[config.mk]
export PLATFORM = sky130hd
export DESIGN_NAME = mul_seq_ctrl_flat
export DESIGN_NICKNAME = d
export VERILOG_FILES = /design/src/rtl/mul_seq_if.sv /design/src/rtl/mul_seq_ctrl.sv /design/src/flat_wrapper.sv
export SDC_FILE = /design/constraint.sdc
export NUM_CORES = 1
export LEC_CHECK = 0
export CORE_UTILIZATION = 45
export DETAILED_ROUTE_END_ITERATION = 6
export PLACE_DENSITY = 0.75
export SYNTH_ARGS = -nofsm -noshare
export SYNTH_HDL_FRONTEND = slang
export SYNTH_SLANG_ARGS = --single-unit
[constraint.sdc]
create_clock -name clk -period 3.9 [get_ports clk]
set_input_delay 0.78 -clock clk [delete_from_list [all_inputs] [get_ports clk]]
set_output_delay 0.78 -clock clk [all_outputs]
set_load 0.01 [all_outputs]
[src/rtl/mul_seq_if.sv]
// Execute-stage multiply sequencer bus: issue operands, pipeline writeback
// request and the arbitrated register-file write port plus hazard status.
interface mul_seq_if #(
    parameter int WIDTH = 32,
    parameter int AW    = 4
);
    logic             StartE;
    logic             AccE;
    logic             FlushE;
    logic [WIDTH-1:0] SrcAE;
    logic [WIDTH-1:0] SrcBE;
    logic [WIDTH-1:0] SrcCE;
    logic [AW-1:0]    WA3E;
    logic             RegWriteW;
    logic [AW-1:0]    WA3W;
    logic [WIDTH-1:0] ResultW;
    logic             StallMul;
    logic             PendValid;
    logic [AW-1:0]    PendWA;
    logic             RegWriteRF;
    logic [AW-1:0]    WA3RF;
    logic [WIDTH-1:0] WD3RF;
    logic             MulDone;

    // Pipeline side: drives issue and writeback, observes port and status
    modport master (
        output StartE, AccE, FlushE, SrcAE, SrcBE, SrcCE, WA3E,
        output RegWriteW, WA3W, ResultW,
        input  StallMul, PendValid, PendWA, RegWriteRF, WA3RF, WD3RF, MulDone
    );

    // Sequencer side
    modport slave (
        input  StartE, AccE, FlushE, SrcAE, SrcBE, SrcCE, WA3E,
        input  RegWriteW, WA3W, ResultW,
        output StallMul, PendValid, PendWA, RegWriteRF, WA3RF, WD3RF, MulDone
    );
endinterface

[src/rtl/mul_seq_ctrl.sv]
// Iterative shift-add MUL/MLA sequencer for the execute stage.
// One multiplier bit per RUN cycle, early exit once the remaining multiplier
// is zero. Owns the register-file write port only in WB when the pipeline
// writeback is idle; the pipeline always wins a collision.
//
// state | meaning
// IDLE  | waiting for an unflushed StartE
// RUN   | shift-add one multiplier bit per cycle
// WB    | result ready, waiting for a free write port
module mul_seq_ctrl #(
    parameter int WIDTH = 32,
    parameter int AW    = 4
) (
    input logic   clk,
    input logic   reset,
    mul_seq_if.slave bus
);
    localparam int CW = $clog2(WIDTH);

    localparam logic [1:0] IDLE = 2'd0;
    localparam logic [1:0] RUN  = 2'd1;
    localparam logic [1:0] WB   = 2'd2;

    logic [1:0]       state;
    logic [WIDTH-1:0] acc;
    logic [WIDTH-1:0] mcand;
    logic [WIDTH-1:0] mplier;
    logic [CW-1:0]    count;
    logic [AW-1:0]    dest;

    logic             accept;
    logic             wbGo;
    logic             lastBit;
    logic [WIDTH-1:0] accNext;
    logic [WIDTH-1:0] mplierNext;
    logic             busy;

    // Issue qualification, next partial sum and exit condition
    always_comb begin
        accept     = (state == IDLE) && bus.StartE && !bus.FlushE;
        mplierNext = mplier >> 1;
        accNext    = mplier[0] ? (acc + mcand) : acc;
        lastBit    = (mplierNext == '0) || (count == CW'(WIDTH - 1));
        wbGo       = (state == WB) && !bus.RegWriteW;
        busy       = (state == RUN) || (state == WB);
    end

    // Sequencer state and datapath registers
    always_ff @(posedge clk or negedge reset) begin
        if (!reset) begin
            state  <= IDLE;
            acc    <= '0;
            mcand  <= '0;
            mplier <= '0;
            count  <= '0;
            dest   <= '0;
        end else begin
            case (state)
                IDLE: begin
                    if (accept) begin
                        mcand  <= bus.SrcAE;
                        mplier <= bus.SrcBE;
                        acc    <= bus.AccE ? bus.SrcCE : '0;
                        dest   <= bus.WA3E;
                        count  <= '0;
                        state  <= RUN;
                    end
                end
                RUN: begin
                    acc    <= accNext;
                    mcand  <= mcand << 1;
                    mplier <= mplierNext;
                    count  <= count + 1'b1;
                    if (lastBit) state <= WB;
                end
                WB: begin
                    if (wbGo) state <= IDLE;
                end
                default: state <= IDLE;
            endcase
        end
    end

    // Write-port mux; reset low suppresses every register-file write
    always_comb begin
        if (wbGo) begin
            bus.RegWriteRF = reset;
            bus.WA3RF      = dest;
            bus.WD3RF      = acc;
        end else begin
            bus.RegWriteRF = reset && bus.RegWriteW;
            bus.WA3RF      = bus.WA3W;
            bus.WD3RF      = bus.ResultW;
        end
    end

    // Hazard-unit status
    always_comb begin
        bus.StallMul  = busy;
        bus.PendValid = busy;
        bus.PendWA    = busy ? dest : '0;
        bus.MulDone   = wbGo;
    end
endmodule
[src/flat_wrapper.sv]
// flat-port wrapper written by rule: the top's interface ports become plain ports
module mul_seq_ctrl_flat 
#(
    parameter int WIDTH = 32,
    parameter int AW    = 4
)
  (clk, reset, bus_StartE, bus_AccE, bus_FlushE, bus_SrcAE, bus_SrcBE, bus_SrcCE, bus_WA3E, bus_RegWriteW, bus_WA3W, bus_ResultW, bus_StallMul, bus_PendValid, bus_PendWA, bus_RegWriteRF, bus_WA3RF, bus_WD3RF, bus_MulDone);
  mul_seq_if #(.WIDTH(WIDTH), .AW(AW)) bus_i ();
  input logic clk;
  input logic reset;
  input wire logic [$bits(bus_i.StartE)-1:0] bus_StartE;
  input wire logic [$bits(bus_i.AccE)-1:0] bus_AccE;
  input wire logic [$bits(bus_i.FlushE)-1:0] bus_FlushE;
  input wire logic [$bits(bus_i.SrcAE)-1:0] bus_SrcAE;
  input wire logic [$bits(bus_i.SrcBE)-1:0] bus_SrcBE;
  input wire logic [$bits(bus_i.SrcCE)-1:0] bus_SrcCE;
  input wire logic [$bits(bus_i.WA3E)-1:0] bus_WA3E;
  input wire logic [$bits(bus_i.RegWriteW)-1:0] bus_RegWriteW;
  input wire logic [$bits(bus_i.WA3W)-1:0] bus_WA3W;
  input wire logic [$bits(bus_i.ResultW)-1:0] bus_ResultW;
  output wire logic [$bits(bus_i.StallMul)-1:0] bus_StallMul;
  output wire logic [$bits(bus_i.PendValid)-1:0] bus_PendValid;
  output wire logic [$bits(bus_i.PendWA)-1:0] bus_PendWA;
  output wire logic [$bits(bus_i.RegWriteRF)-1:0] bus_RegWriteRF;
  output wire logic [$bits(bus_i.WA3RF)-1:0] bus_WA3RF;
  output wire logic [$bits(bus_i.WD3RF)-1:0] bus_WD3RF;
  output wire logic [$bits(bus_i.MulDone)-1:0] bus_MulDone;
  assign bus_i.StartE = bus_StartE;
  assign bus_i.AccE = bus_AccE;
  assign bus_i.FlushE = bus_FlushE;
  assign bus_i.SrcAE = bus_SrcAE;
  assign bus_i.SrcBE = bus_SrcBE;
  assign bus_i.SrcCE = bus_SrcCE;
  assign bus_i.WA3E = bus_WA3E;
  assign bus_i.RegWriteW = bus_RegWriteW;
  assign bus_i.WA3W = bus_WA3W;
  assign bus_i.ResultW = bus_ResultW;
  assign bus_StallMul = bus_i.StallMul;
  assign bus_PendValid = bus_i.PendValid;
  assign bus_PendWA = bus_i.PendWA;
  assign bus_RegWriteRF = bus_i.RegWriteRF;
  assign bus_WA3RF = bus_i.WA3RF;
  assign bus_WD3RF = bus_i.WD3RF;
  assign bus_MulDone = bus_i.MulDone;
  mul_seq_ctrl #(.WIDTH(WIDTH), .AW(AW)) u_core (.clk(clk), .reset(reset), .bus(bus_i));
endmodule
# Yosys cells after proc, flatten, opt, wreduce, memory -nomap -nowiden
# Cells that the tools add are included.
# word_totals
in_bits	142
wordCells	48
register_bits	107
# classes
eq_ne	7
mux	18
addsub	2
n_reduce_logical	15
# op_table
operator	n
$mux W32	6
$pmux W32 S2	3
$add A32 B32 Y32	1
$logic_not A32 Y1	1
$pmux W5 S2	1
$mux W4	2
$mux W2	3
$ne A2 B1 Y1 const B	3
$pmux W2 S3	1
$reduce_and A3 Y1	2
$add A5 B1 Y5 const B	1
$eq A5 B5 Y1 const B	1
$mux W5	1
$logic_and A1 B1 Y1	4
$reduce_and A2 Y1	2
$eq A2 B1 Y1 const B	1
$eq A2 B2 Y1 const B	1
$logic_not A1 Y1	2
$logic_not A2 Y1	1
$logic_or A1 B1 Y1	2
$ne A2 B2 Y1 const B	1
$reduce_bool A2 Y1	1
$mux W1	1

# Longest topological paths before layout
# Gate-level depths: netlist of run 1.
# logic_depth
word_depth	5
ltp_mapped	10
mapped_depth_nobuf	10

# Worst setup path after synthesis of run 1
# Ideal clock, no wire load.
# synth_path
path_kind	register to register
start	register u_core.mcand[0]
end	register u_core.acc[30]
n_path_buf	0
required_time_ns	3.796
period_less_slack_ns	2.830
t_arrival_ns	2.726
setup_slack_ns	1.070
path_stages_with_launch	11
cell_sequence	dfrtp_1 ha_1 fa_1 a21oi_1 o221ai_1 o311a_1 o31ai_4 nand2_1 a221oi_2 xor2_1 a221oi_1
# synth_via
elab_chain_len	3
# synth_rtl
item	line_no	source
from (decl)	mul_seq_ctrl.sv:26	logic [WIDTH-1:0] mcand;
from (signal assigned)	mul_seq_ctrl.sv:61	mcand <= bus.SrcAE;
from (signal assigned)	mul_seq_ctrl.sv:71	mcand <= mcand << 1;
$add A32 B32 Y32	mul_seq_ctrl.sv:42	accNext = mplier[0] ? (acc + mcand) : acc;
$mux W32	mul_seq_ctrl.sv:42	
$pmux W32 S2	mul_seq_ctrl.sv:58	case (state)
to (signal assigned)	mul_seq_ctrl.sv:63	acc <= bus.AccE ? bus.SrcCE : '0;
to (signal assigned)	mul_seq_ctrl.sv:70	acc <= accNext;
to (decl)	mul_seq_ctrl.sv:25	logic [WIDTH-1:0] acc;
# Every way passes these cells. The select of a mux whose other input is x is not followed.
# A chain may end at the register's enable or synchronous reset.

# Worst setup path in the final report of run 1
# layout_path
start	input bus_RegWriteW
end	output bus_WA3RF[3]
# layout_via
elab_chain_len	3
# layout_rtl
item	line_no	source
from (decl)	flat_wrapper.sv:18	input wire logic [$bits(bus_i.RegWriteW)-1:0] bus_RegWriteW;
$logic_not A1 Y1	mul_seq_ctrl.sv:44	wbGo = (state == WB) && !bus.RegWriteW;
$logic_and A1 B1 Y1	mul_seq_ctrl.sv:44	
$mux W4	mul_seq_ctrl.sv:86	if (wbGo) begin
to (decl)	flat_wrapper.sv:25	output wire logic [$bits(bus_i.WA3RF)-1:0] bus_WA3RF;
# Every way passes these cells.

==> flow_summary.yaml, run 1 <==
outcome:
  outcome: "finished clean"
clocking:
  cts_root_buf: "clkbuf_16"
  post-cts-setup-buffers: 0
  clkSlewWorstSetupHoldPaths_ns: 0.08
  insertion_delay_ns: 0.36
  tritoncts: "yes"
  cts_resized: 0
  postCtsHoldBufs: 0
  cts_sinks: 107
  cts_buffers: 9
  cts_max_level: 3
  clockBufferDepth: 2
yosys:
  synth_edf_count: 0
  synth_xor_area_frac: 0.0294
  synth_top_cell_area_share: 0.374
  muxShareOfSynthArea: 0.155
  synth_top_family_by_area: "compound AO/OA/AOI/OAI gates"
  synth_top_area_cell: "dfrtp_1"
  synth.distinct_cells: 66
  synth_seq_cells: 107
  synthSimpleGateAreaFrac: 0.150
  synth-async-reset-ratio: 1.00
  synth_area_per_cell_um2: 9.12
  synth_fp_nets: 964
  synth.area.top_cells: "dfrtp_1 (37%), mux2i_1 (9.2%), ha_1 (6.3%)"
  synth_compound_area_frac: 0.191
  seq_area_frac_synth: 0.374
  synth.cell_area_mm2: 0.00716
  yosys.cell_count.top_type: "dfrtp_1"
  yosys_warnings: 0
  synthTopCellsByCount: "dfrtp_1 (107), nand2_1 (104), o21ai_0 (78), mux2i_1 (66), nor2_1 (60)"
  synth-adder-area-share: 0.0657
  synth_ff_type: "dfrtp_1"
  synth_cells: 785
layout:
  fin_nets: 1121
  fin_cells: 1158
  multi_input_area_mm2: 0.00427
  fill_cells: 1325
  seq_area_mm2: 0.00268
  area_growth_pct: 32.7
  antenna_cells: 0
  drive_above_1_share: 0.0876
timing:
  hold_viol: 0
  finalSetupTns_ns: 0
  rsz0062_at_grt: "false"
  worst_pin_slew_ns: 0.682
  min_period_over_period: 0.852
  drv_slew: 0
  fin_skew_ns: 0.0115
  max_freq_mhz: 301
  timing.hold.ws_ns: 0.507
  relSlewSlack: 0.539
  final-setup-viol-count: 0
  period_minus_slack_ns: 3.32
route:
  drc: 0
  dr.pass1.iters: 5
  wl_per_cell_um: 16.5
  vias: 6420
  wirelength_um: 19200
  vias_per_cell: 5.54
  drtIter0Drc: 430
  postRouteAntennaNets: 0
critical_path:
  cp.arrival_ns: 2.54
  crit_path_end_kind: "primary output"
  worstSetupPathType: "in2out"
  startpoint_type: "input pin"
  cp_max_fo: 37
  required_ns: 3.12
placed_design:
  place.gp.congestion: 0.967
  place_inst: 1142
  io_buffers: 185
  dp_hpwl_um: 13800
min_path:
  hold_class: "reg2reg"
floorplan:
  io_pins: 186
  coreArea_mm2: 0.0154
  fp.dieH_um: 128
  dieArea_mm2: 0.0164
  initial_utilization: 0.466
  die_x_um: 128
  rows: 45
global_route:
  antenna_found_initial: 0
  grt_overflow: 0
  grt_usage: 0.237
  grt_start_max_net_pins: 98
  grt_pass1_vias: 6025
  grt_pass1_wl_um: 30600
pwr:
  vdd_drop_max_v: 0.000380
  power_w: 0.00765
  powerDensity_mw_per_mm2: 805
  leakage_nw: 4.00
flow_run:
  maxCapViolations: 0
critical path, cell delays in order:
cell and delay (ns):
clkdlybuf4s50_1 0.49, nor2b_4 0.16, buf_12 0.24, mux2_2 0.37
clkdlybuf4s50_1 0.48
kinds of logic after synthesis:
family                   count (synthesis)
buffers and inverters                   63
adder cells (fa/ha/maj)                 37
multiplexers                           106
flip-flops                             107
XOR/XNOR                                24
AND/OR/NAND/NOR                        240
AO/OA/AOI/OAI                          208
flip-flops by register name, summed over array words and instances (netlist names):
signal	flops
u_core.acc	32
u_core.mcand	32
u_core.mplier	32
u_core.count	5
u_core.dest	4
u_core.state	2
report_power, final:
group          switching [W]  internal [W]
sequential          0.000483       0.00164
combinational        0.00260       0.00204
clock               0.000428      0.000457
area by class of cell:
class                           count  area share
Clock buffer                       12      0.0259
Clock inverter                      4     0.00342
Inverter                           13     0.00513
Multi-Input combinational cell    615       0.449
Sequential cell                   107       0.282
Tap cell                          211      0.0278
Timing Repair Buffer              196       0.207
placed cells by master, fill, tap and decap left out, types with 6 or more instances in the layout:
| cell | count |
|---|---|
| clkdlybuf4s50_1 | 184 |
| dfrtp_1 | 107 |
| nand2_1 | 104 |
| o21ai_0 | 78 |
| mux2i_1 | 66 |
| nor2_1 | 60 |
| mux2_2 | 40 |
| a21oi_1 | 35 |
| ha_1 | 35 |
| a221oi_1 | 22 |
| nand3_1 | 16 |
| xnor2_1 | 15 |
| nor3_1 | 14 |
| inv_1 | 13 |
| and3_1 | 11 |
| a21o_1 | 9 |
| nand4_1 | 9 |
| xor2_1 | 9 |
| clkbuf_16 | 9 |
| buf_4 | 9 |
| nor4_1 | 8 |
| a31oi_1 | 7 |
| o21ai_1 | 6 |
worst paths after layout:
check | to | startpoint | slack [ns] | depth (start not counted)
max | bus_WA3RF[3] | bus_RegWriteW | 0.58 | 5
max in group asynchronous | u_core.acc[23] | reset | 2.15 | 3
min in group asynchronous | u_core.mplier[26] | reset | 0.59 | 2
min | u_core.count[4] | u_core.count[4] | 0.51 | 1
min reg2reg | u_core.count[4] | u_core.count[4] | 0.51 | 1
max reg2reg | u_core.acc[30] | u_core.mcand[0] | 0.63 | 10
stage by stage:
stage / worst slack, ns / area [um^2] / util
global placement: 0.615 / 9230 / 0.600
floorplan: 1.07 / 7160 / -
detailed placement: 0.566 / 9230 / 0.600
global route: 0.448 / 9510 / 0.618
CTS: 0.563 / 9510 / 0.618
finish: 0.577 / 9510 / 0.618
layer usage:
layer	routed length, um	part of all wire	global-route usage
met1	8770	0.46	0.316
met5	0	0	0
met4	248	0.013	0.0623
met3	945	0.049	0.0346
met2	9190	0.48	0.401
Note: power is estimated with default switching activity, not from simulation.
==> inputs of run 2 (changes only) <==
- CORE_ASPECT_RATIO: default -> 0.6
==> run 2 against run 1 <==
Against the previous run: sequential power grew 2%; highest routed layer unchanged; flip-flop and latch count is the same; hold slack gained 0.0018 ns; fmax shrank 3.5%; largest power group unchanged.
==> flow_summary.yaml, run 2 (synthesis gave the netlist of run 1 again) <==
route:
  drc: 0
  dr.pass1.iters: 5
  wirelength_um: 20000
  vias_per_cell: 5.73
  drtIter0Drc: 461
  wirelength_met1_um: 10100
  routed.top_layer: "met4"
  wl_met2_um: 8240
  wl_per_cell_um: 17.4
  vias: 6591
  dr_wl_met3_um: 1510
  postRouteAntennaNets: 0
global_route:
  grt_overflow: 0
  grt_usage: 0.247
  grt_pass1_wl_um: 31800
  grt_pass1_vias: 6074
  grt_start_max_net_pins: 75
  antenna_found_initial: 0
timing:
  min_period_over_period: 0.883
  final-setup-viol-count: 0
  finalSetupTns_ns: 0
  fin_skew_ns: 0.0125
  rsz0062_at_grt: "false"
  period_minus_slack_ns: 3.44
  hold_viol: 0
  drv_slew: 0
  max_freq_mhz: 290
  setup_ws_ns: 0.457
  worst_pin_slew_ns: 0.892
  relSlewSlack: 0.405
clocking:
  post-cts-setup-buffers: 0
  insertion_delay_ns: 0.36
  clkSlewWorstSetupHoldPaths_ns: 0.08
  cts_sinks: 107
  cts_resized: 0
  cts_buffers: 9
  tritoncts: "yes"
  cts_max_level: 3
  postCtsHoldBufs: 0
  cts_root_buf: "clkbuf_16"
  clockBufferDepth: 2
pwr:
  seq_power_share: 0.278
  pwr-share-comb: 0.592
  leakage_nw: 4.03
  pwr-share-clk: 0.130
  powerDensity_mw_per_mm2: 822
  swShare: 0.464
  intPower_w: 0.00420
  power_w: 0.00785
  vdd_drop_max_v: 0.000382
  p_sw_w: 0.00364
critical_path:
  crit_path_end_kind: "primary output"
  reg2reg_from: "u_core.mcand[0]"
  reg2reg_depth: 10
  cp.arrival_ns: 2.66
  startpoint: "bus_RegWriteW"
  startpoint_type: "input pin"
  crit-reg2reg-capture: "u_core.acc[30]"
  worstSetupPathType: "in2out"
  cp_max_fo: 10
  required_ns: 3.12
  ff2ff_setup_slack_ns: 0.65
floorplan:
  dieArea_mm2: 0.0164
  io_pins: 186
  rows: 35
  initial_utilization: 0.463
  fp.dieH_um: 99.7
  die_x_um: 165
  coreArea_mm2: 0.0155
placed_design:
  io_buffers: 185
  place.gp.congestion: 0.932
  dp_slack_ns: 0.445
  dp_hpwl_um: 14900
  place_area_mm2: 0.00921
layout:
  fill_cells: 1327
  layout_commonest_cell: "clkdlybuf4s50_1"
  fin_nets: 1122
  antenna_cells: 0
  final_cell_mix: "clkdlybuf4s50_1 (184), dfrtp_1 (107), nand2_1 (104)"
  area_growth_pct: 33.4
  reg.largest.list: "u_core.acc x32, u_core.mcand x32, u_core.mplier x32"
  drive_above_1_share: 0.0907
  fin_area_mm2: 0.00955
min_path:
  hold_end: "u_core.mplier[11]"
  hold_class: "reg2reg"
  hp-start: "u_core.mplier[11]"
  min_delay_path_depth: 2
flow_run:
  maxCapViolations: 0
outcome:
  outcome: "finished clean"
-- run 2: metrics by stage --
stage                     utilization  hold WS (ns)  cells
final                           0.618         0.509   1151
after global routing            0.618         0.539   1151
after CTS                       0.618         0.514   1151
after detailed placement        0.596         0.491   1135
after global placement          0.596         0.484   1135
after floorplan                     -         0.465    785
-- run 2: layer usage --
| metal | GRT usage | up-vias |
|---|---|---|
| met2 | 0.355 | 252 |
| met3 | 0.0438 | 18 |
| li1 | - | 3176 |
| met1 | 0.389 | 3145 |
| met4 | 0.0346 | 0 |
| met5 | 0 | - |
-- run 2: layout make-up --
| cell class | count | area [um^2] | area share |
|---|---|---|---|
| multi-input combinational | 615 | 4270 | 0.447 |
| sequential | 107 | 2680 | 0.280 |
| timing repair buffer | 197 | 1960 | 0.206 |
| tap | 203 | 254 | 0.0266 |
| clock buffer | 9 | 225 | 0.0236 |
| clock inverter | 7 | 113 | 0.0118 |
| inverter | 13 | 48.8 | 0.00511 |
-- run 2: critical path, cell delays in order --
cell             delay [ns]
clkdlybuf4s50_1        0.48
nor2b_4                0.32
buf_4                  0.25
mux2_2                 0.35
clkdlybuf4s50_1        0.48
-- run 2: power by group through the flow --
| stage | Combinational [W] | Clock [W] | Sequential, W |
|---|---|---|---|
| 2_1_floorplan | 0.00349 | 0 | 0.00197 |
| 3_3_place_gp | 0.00449 | 0 | 0.00216 |
| 3_5_place_dp | 0.00457 | 0 | 0.00218 |
| 4_1_cts | 0.00461 | 0.00104 | 0.00216 |
| 5_1_grt | 0.00517 | 0.00108 | 0.00224 |
| 6_report | 0.00465 | 0.00102 | 0.00218 |
-- run 2: how the worst max path moves through the flow --
| stage | to | cells after the start |
|---|---|---|
| 4_1_cts | bus_WD3RF[2] | 5 |
| 6_report | bus_WD3RF[2] | 5 |
| 3_5_place_dp | bus_WD3RF[2] | 5 |
| 3_3_place_gp | bus_WD3RF[0] | 5 |
| 2_1_floorplan | u_core.acc[30] | 10 |
| 5_1_grt | bus_WD3RF[2] | 5 |
